==> config.mk <==
export PLATFORM = sky130hd
export DESIGN_NAME = mul_div_unit
export DESIGN_NICKNAME = d
export VERILOG_FILES = /design/src/rtl/mul_div_unit.sv
export SDC_FILE = /design/constraint.sdc
export NUM_CORES = 1
export LEC_CHECK = 0
export ABC_CLOCK_PERIOD_IN_PS = 10200
export BUFFER_PORTS_ARGS = -buffer_cell sky130_fd_sc_hd__buf_4
export CORE_MARGIN = 2
export CORE_UTILIZATION = 35
export CTS_CLUSTER_DIAMETER = 120
export CTS_CLUSTER_SIZE = 24
export DETAILED_ROUTE_END_ITERATION = 12
export PLACE_DENSITY_LB_ADDON = 0.08
export SLEW_MARGIN = 25
export SYNTH_ARGS = -nofsm -noshare
export SYNTH_HDL_FRONTEND = slang
export SYNTH_SLANG_ARGS = --single-unit
==> constraint.sdc <==
create_clock -name clk -period 10.2 [get_ports clk]
set_input_delay 0.51 -clock clk [delete_from_list [all_inputs] [get_ports clk]]
set_output_delay 0.51 -clock clk [all_outputs]
set_load 0.05 [all_outputs]
==> src/rtl/mul_div_unit.sv <==
// Iterative RV32M multiply/divide unit: one shared (WIDTH+1)-bit adder, fixed
// latency of WIDTH iterations plus a one-cycle done pulse for every operation.
module mul_div_unit #(
    parameter int WIDTH = 32
) (
    input  logic             clk,
    input  logic             reset,
    input  logic             start,
    input  logic [2:0]       funct3,
    input  logic [WIDTH-1:0] srcA,
    input  logic [WIDTH-1:0] srcB,
    output logic             busy,
    output logic             done,
    output logic [WIDTH-1:0] result
);

    // state | meaning
    // IDLE  | waiting for start; operands sampled on the accepting edge
    // CALC  | one shift/add or shift/subtract iteration per edge
    // DONE  | result valid, done pulse; always returns to IDLE
    typedef enum logic [1:0] {IDLE, CALC, DONE} state_t;

    localparam int CW = (WIDTH > 1) ? $clog2(WIDTH) : 1;
    localparam logic [WIDTH-1:0] MOST_NEG = {1'b1, {(WIDTH-1){1'b0}}};

    state_t           state;
    logic [CW-1:0]    cnt;
    logic [2:0]       op;
    logic             sa, sb, dz, ovf;
    logic [WIDTH-1:0] opnd, hi, lo;

    // operand decode for the accepting edge
    logic             a_signed, b_signed, in_sa, in_sb, in_mul, in_dz, in_ovf;
    logic [WIDTH-1:0] mag_a_in, mag_b_in;

    always_comb begin
        a_signed = (funct3 == 3'b001) || (funct3 == 3'b010) ||
                   (funct3 == 3'b100) || (funct3 == 3'b110);
        b_signed = (funct3 == 3'b001) || (funct3 == 3'b100) || (funct3 == 3'b110);
        in_sa    = a_signed & srcA[WIDTH-1];
        in_sb    = b_signed & srcB[WIDTH-1];
        mag_a_in = in_sa ? -srcA : srcA;
        mag_b_in = in_sb ? -srcB : srcB;
        in_mul   = ~funct3[2];
        in_dz    = (srcB == '0);
        in_ovf   = ((funct3 == 3'b100) || (funct3 == 3'b110)) &&
                   (srcA == MOST_NEG) && (srcB == '1);
    end

    // Shared adder: multiply adds the multiplicand when the multiplier LSB is
    // set; divide subtracts the divisor from the shifted partial remainder.
    logic             is_mul, qbit;
    logic [WIDTH:0]   add_a, add_b;
    logic [WIDTH+1:0] sum;
    logic [WIDTH-1:0] nxt_hi, nxt_lo;

    always_comb begin
        is_mul = ~op[2];
        add_a  = is_mul ? {1'b0, hi} : {hi, lo[WIDTH-1]};
        add_b  = is_mul ? (lo[0] ? {1'b0, opnd} : '0) : ~{1'b0, opnd};
        sum    = {1'b0, add_a} + {1'b0, add_b} + {{(WIDTH+1){1'b0}}, ~is_mul};
        qbit   = sum[WIDTH+1];
        if (is_mul) begin
            nxt_hi = sum[WIDTH:1];
            nxt_lo = {sum[0], lo[WIDTH-1:1]};
        end else begin
            nxt_hi = qbit ? sum[WIDTH-1:0] : add_a[WIDTH-1:0];
            nxt_lo = {lo[WIDTH-2:0], qbit};
        end
    end

    logic [2*WIDTH-1:0] prod, prod_c;
    logic [WIDTH-1:0]   quo_c, rem_c, fin;

    always_comb begin
        prod   = {nxt_hi, nxt_lo};
        prod_c = (sa ^ sb) ? -prod : prod;
        quo_c  = (sa ^ sb) ? -nxt_lo : nxt_lo;
        rem_c  = sa ? -nxt_hi : nxt_hi;
        fin    = '0;
        case (op)
            3'b000:                 fin = prod_c[WIDTH-1:0];
            3'b001, 3'b010, 3'b011: fin = prod_c[2*WIDTH-1:WIDTH];
            3'b100, 3'b101:         fin = dz ? '1 : (ovf ? MOST_NEG : quo_c);
            // with a zero divisor the restored remainder is the dividend itself
            default:                fin = ovf ? '0 : rem_c;
        endcase
    end

    always_ff @(posedge clk) begin
        if (reset) begin
            state  <= IDLE;
            cnt    <= '0;
            op     <= '0;
            sa     <= 1'b0;
            sb     <= 1'b0;
            dz     <= 1'b0;
            ovf    <= 1'b0;
            opnd   <= '0;
            hi     <= '0;
            lo     <= '0;
            result <= '0;
            busy   <= 1'b0;
            done   <= 1'b0;
        end else begin
            case (state)
                IDLE: begin
                    if (start) begin
                        op    <= funct3;
                        sa    <= in_sa;
                        sb    <= in_sb;
                        dz    <= in_dz;
                        ovf   <= in_ovf;
                        opnd  <= in_mul ? mag_a_in : mag_b_in;
                        hi    <= '0;
                        lo    <= in_mul ? mag_b_in : mag_a_in;
                        cnt   <= '0;
                        busy  <= 1'b1;
                        state <= CALC;
                    end
                end
                CALC: begin
                    hi  <= nxt_hi;
                    lo  <= nxt_lo;
                    cnt <= cnt + CW'(1);
                    if (cnt == CW'(WIDTH-1)) begin
                        result <= fin;
                        done   <= 1'b1;
                        state  <= DONE;
                    end
                end
                DONE: begin
                    done  <= 1'b0;
                    busy  <= 1'b0;
                    state <= IDLE;
                end
                default: begin
                    done  <= 1'b0;
                    busy  <= 1'b0;
                    state <= IDLE;
                end
            endcase
        end
    end

endmodule
==> results.json <==
{
  "ant_nets": 0,
  "avgSynthCellArea_um2": 7.00,
  "cts_resized": 0,
  "ys_top_cells_by_area": "dfxtp_1 20%, nor2_1 6.6%, a21oi_1 6.6%, nand2_1 5.9%, o21ai_0 5.8%",
  "max_slew_margin_pct": 34.1,
  "fmax_mhz": 130,
  "max_stage_delay_ns": 0.66,
  "rrSetupSlack_ns": 2.52,
  "use_met3_pct": 4.50,
  "htreeDepth": 4,
  "grt_max_degree": 83,
  "critPathSlowestCell": "clkinv_1",
  "drc": 0,
  "required_ns": 10.49,
  "hp-class": "input pin to register",
  "cts-root-buf": "clkbuf_16",
  "clk_pin_slew_ns": 0.06,
  "synth_area_um2": 14200,
  "start_util_pct": 35.6,
  "synth_top_area_share_pct": 20.3,
  "final.min_clock_period_ns": 7.68,
  "critical_path.endpoint_type": "register",
  "vias_per_cell": 5.96,
  "n_antenna_cell": 0,
  "gp_congestion": 0.954,
  "use_met1_pct": 41.1,
  "cts_max_path_buffers": 2,
  "post_cts_buffers": 0,
  "worstPathArrival_ns": 7.97,
  "area.growth.synth_to_final_pct": 11.9,
  "grt_usage_pct": 28.3,
  "setup_viol": 0,
  "vias": 15400,
  "synth_flop_cell": "dfxtp_1",
  "synth_edf_count": 0,
  "rsz0062_at_grt": "no",
  "syn_inst": 2024,
  "syn_nets": 2134,
  "final_cell_area_um2": 15900,
  "core_um2": 39800,
  "ys_types": 92,
  "dpl_cell_area_um2": 15300,
  "yosys_warnings": 0,
  "drt_iter0_drc": 1498,
  "tns_ns": 0,
  "rows": 73,
  "grt_pass1_wl_um": 89500,
  "finalWorstSetupSlack_ns": 2.52,
  "maxCapViolations": 0,
  "grt_use_met2_pct": 42.3,
  "dp_slack_ns": 2.62,
  "grt.overflow.total": 0,
  "ys_ff_latch": 144,
  "worstMarginPinSlew_ns": 0.989,
  "hold_buffers": 0,
  "slew_viol_final": 0,
  "die_h_um": 205,
  "critical_path_class": "register to register",
  "final_nets": 2146,
  "hold-worst-slack_ns": 0.343,
  "fin_skew_ns": 0.0137,
  "die_w_um": 205,
  "ios": 104,
  "cts_sinks": 144,
  "numCtsBuffers": 17,
  "drive_gt1_share_pct": 12.3,
  "setup.worst_path.start_class": "register",
  "cp_max_fo": 37,
  "yosysSeqAreaShare_pct": 20.3,
  "crit_chain": "clkinv_1, buf_4, o21ai_0, ha_1, a21oi_1, o21ai_2, a221oi_2, a21bo_1, nand2_4, a22oi_1, o21ai_0, inv_1, ha_1, nand2_1, or4_1, mux2i_1, nand3_1, or2_2, o41ai_1, xor2_1, a221oi_1, nor3_1",
  "leakage_nw": 5.92,
  "period_share_pct": 75.2,
  "hold_viol_final": 0,
  "antenna_found_initial": 0,
  "grt_pass1_vias": 13900,
  "dieArea_um2": 42100,
  "yosysTopAreaCell": "dfxtp_1",
  "io_buffers": 103,
  "dr.pass1.iters": 6,
  "busiest_layer": "met2",
  "dp_hpwl_um": 47000,
  "cts_tree": "done",
  "async_flop_share_pct": 0,
  "wl_per_cell_um": 23.2,
  "status": "complete, no violations",
  "p_per_area_nw_per_um2": 121,
  "clkLatencyLatePin_ns": 0.45,
  "ir_worst_vdd_mv": 0.0923,
  "routed_wl_um": 59800
}
[flip-flops by register name, indices dropped and copies added, names as in the netlist]
register / count
lo: 32
state: 2
dz: 1
op: 3
opnd: 32
sa: 1
sb: 1
cnt: 5
ovf: 1
hi: 32
result: 32
done: 1
busy: 1
[cell usage in the layout, fill, tap and decap left out, types with 14 or more instances in the layout]
cell,instances
o21ai_0,163
nor4_1,18
nand4_1,22
inv_1,47
a221oi_1,32
dfxtp_1,143
buf_4,135
mux2_2,29
a211oi_1,40
nand2_1,221
ha_1,38
mux2i_1,44
and2_1,32
o31ai_1,17
nor2_1,248
clkbuf_16,17
o21a_1,14
o211ai_1,28
nor3_1,65
a21oi_1,185
xnor2_1,86
xor2_1,76
a31oi_1,36
or3_1,17
nand3_1,50
o221ai_1,18
[per-stage QoR]
step,utilization (%),power [mW],instances
3_5_place_dp,38.4,1.34,2542
3_3_place_gp,38.4,1.33,2542
5_1_grt,39.8,2.01,2574
4_1_cts,39.8,1.92,2574
2_1_floorplan,-,1.10,2024
6_report,39.8,1.92,2574
[report_power, final]
group          total [mW]  leakage, nW  switching (mW)  internal [mW]
clock               0.578        0.256           0.263          0.316
combinational       0.711         4.49           0.476          0.235
sequential          0.627         1.17          0.0365          0.591
total                1.92         5.92           0.775           1.14
[critical path: cells and delay by family, from the launching register on]
kind                     cells  cell delay, ns
buffers and inverters        3            1.30
AND/OR/NAND/NOR              6            1.72
multiplexers                 1            0.41
adder cells (fa/ha/maj)      2            0.61
flip-flops                   1            0.61
AO/OA/AOI/OAI                9            2.71
XOR/XNOR                     1            0.12
[synth_stat cells (all sizes together), types with 35 or more instances]
master and number:
a31oi 36, a211oi 42, dfxtp 144, o21ai 171
nor3 67, clkbuf 107, mux2i 44, buf 35
a221oi 35, a21oi 188, nand2 226, ha 38
nand3 50, nor2 251, inv 47, xnor2 87
xor2 77
[area by class of cell]
cell class                      instances  area (µm²)
Timing Repair Buffer                  135        1010
Clock buffer                           19         443
Fill cell                            4283       24000
Inverter                               48         180
Clock inverter                         13        87.6
Multi-Input combinational cell       1690       10600
Tap cell                              525         657
Sequential cell                       144        2890
[cell families after synthesis]
kind of cell	after synthesis	synth area share, %
flops	144	20.3
mux	73	5.41
compound gates	657	30.2
xor+xnor	164	10.1
buf+inv	190	5.43
fa+ha+maj	40	3.64
simple gates	756	24.9
[worst paths after layout]
kind,from,to,depth (start not counted)
max reg2reg,op[2]$_SDFFE_PP0P_,result[18]$_SDFFE_PP0P_,22
min,funct3[1],op[1]$_SDFFE_PP0P_,3
max,op[2]$_SDFFE_PP0P_,result[18]$_SDFFE_PP0P_,22
min reg2reg,opnd[21]$_SDFFE_PP0P_,opnd[21]$_SDFFE_PP0P_,2
[per-layer routing]
metal	vias up	part of all wire [%]
met2	626	42
li1	7418	-
met5	-	0
met1	7233	47
met4	0	3.3
met3	74	7.3
Note: power is estimated with default switching activity, not from simulation.
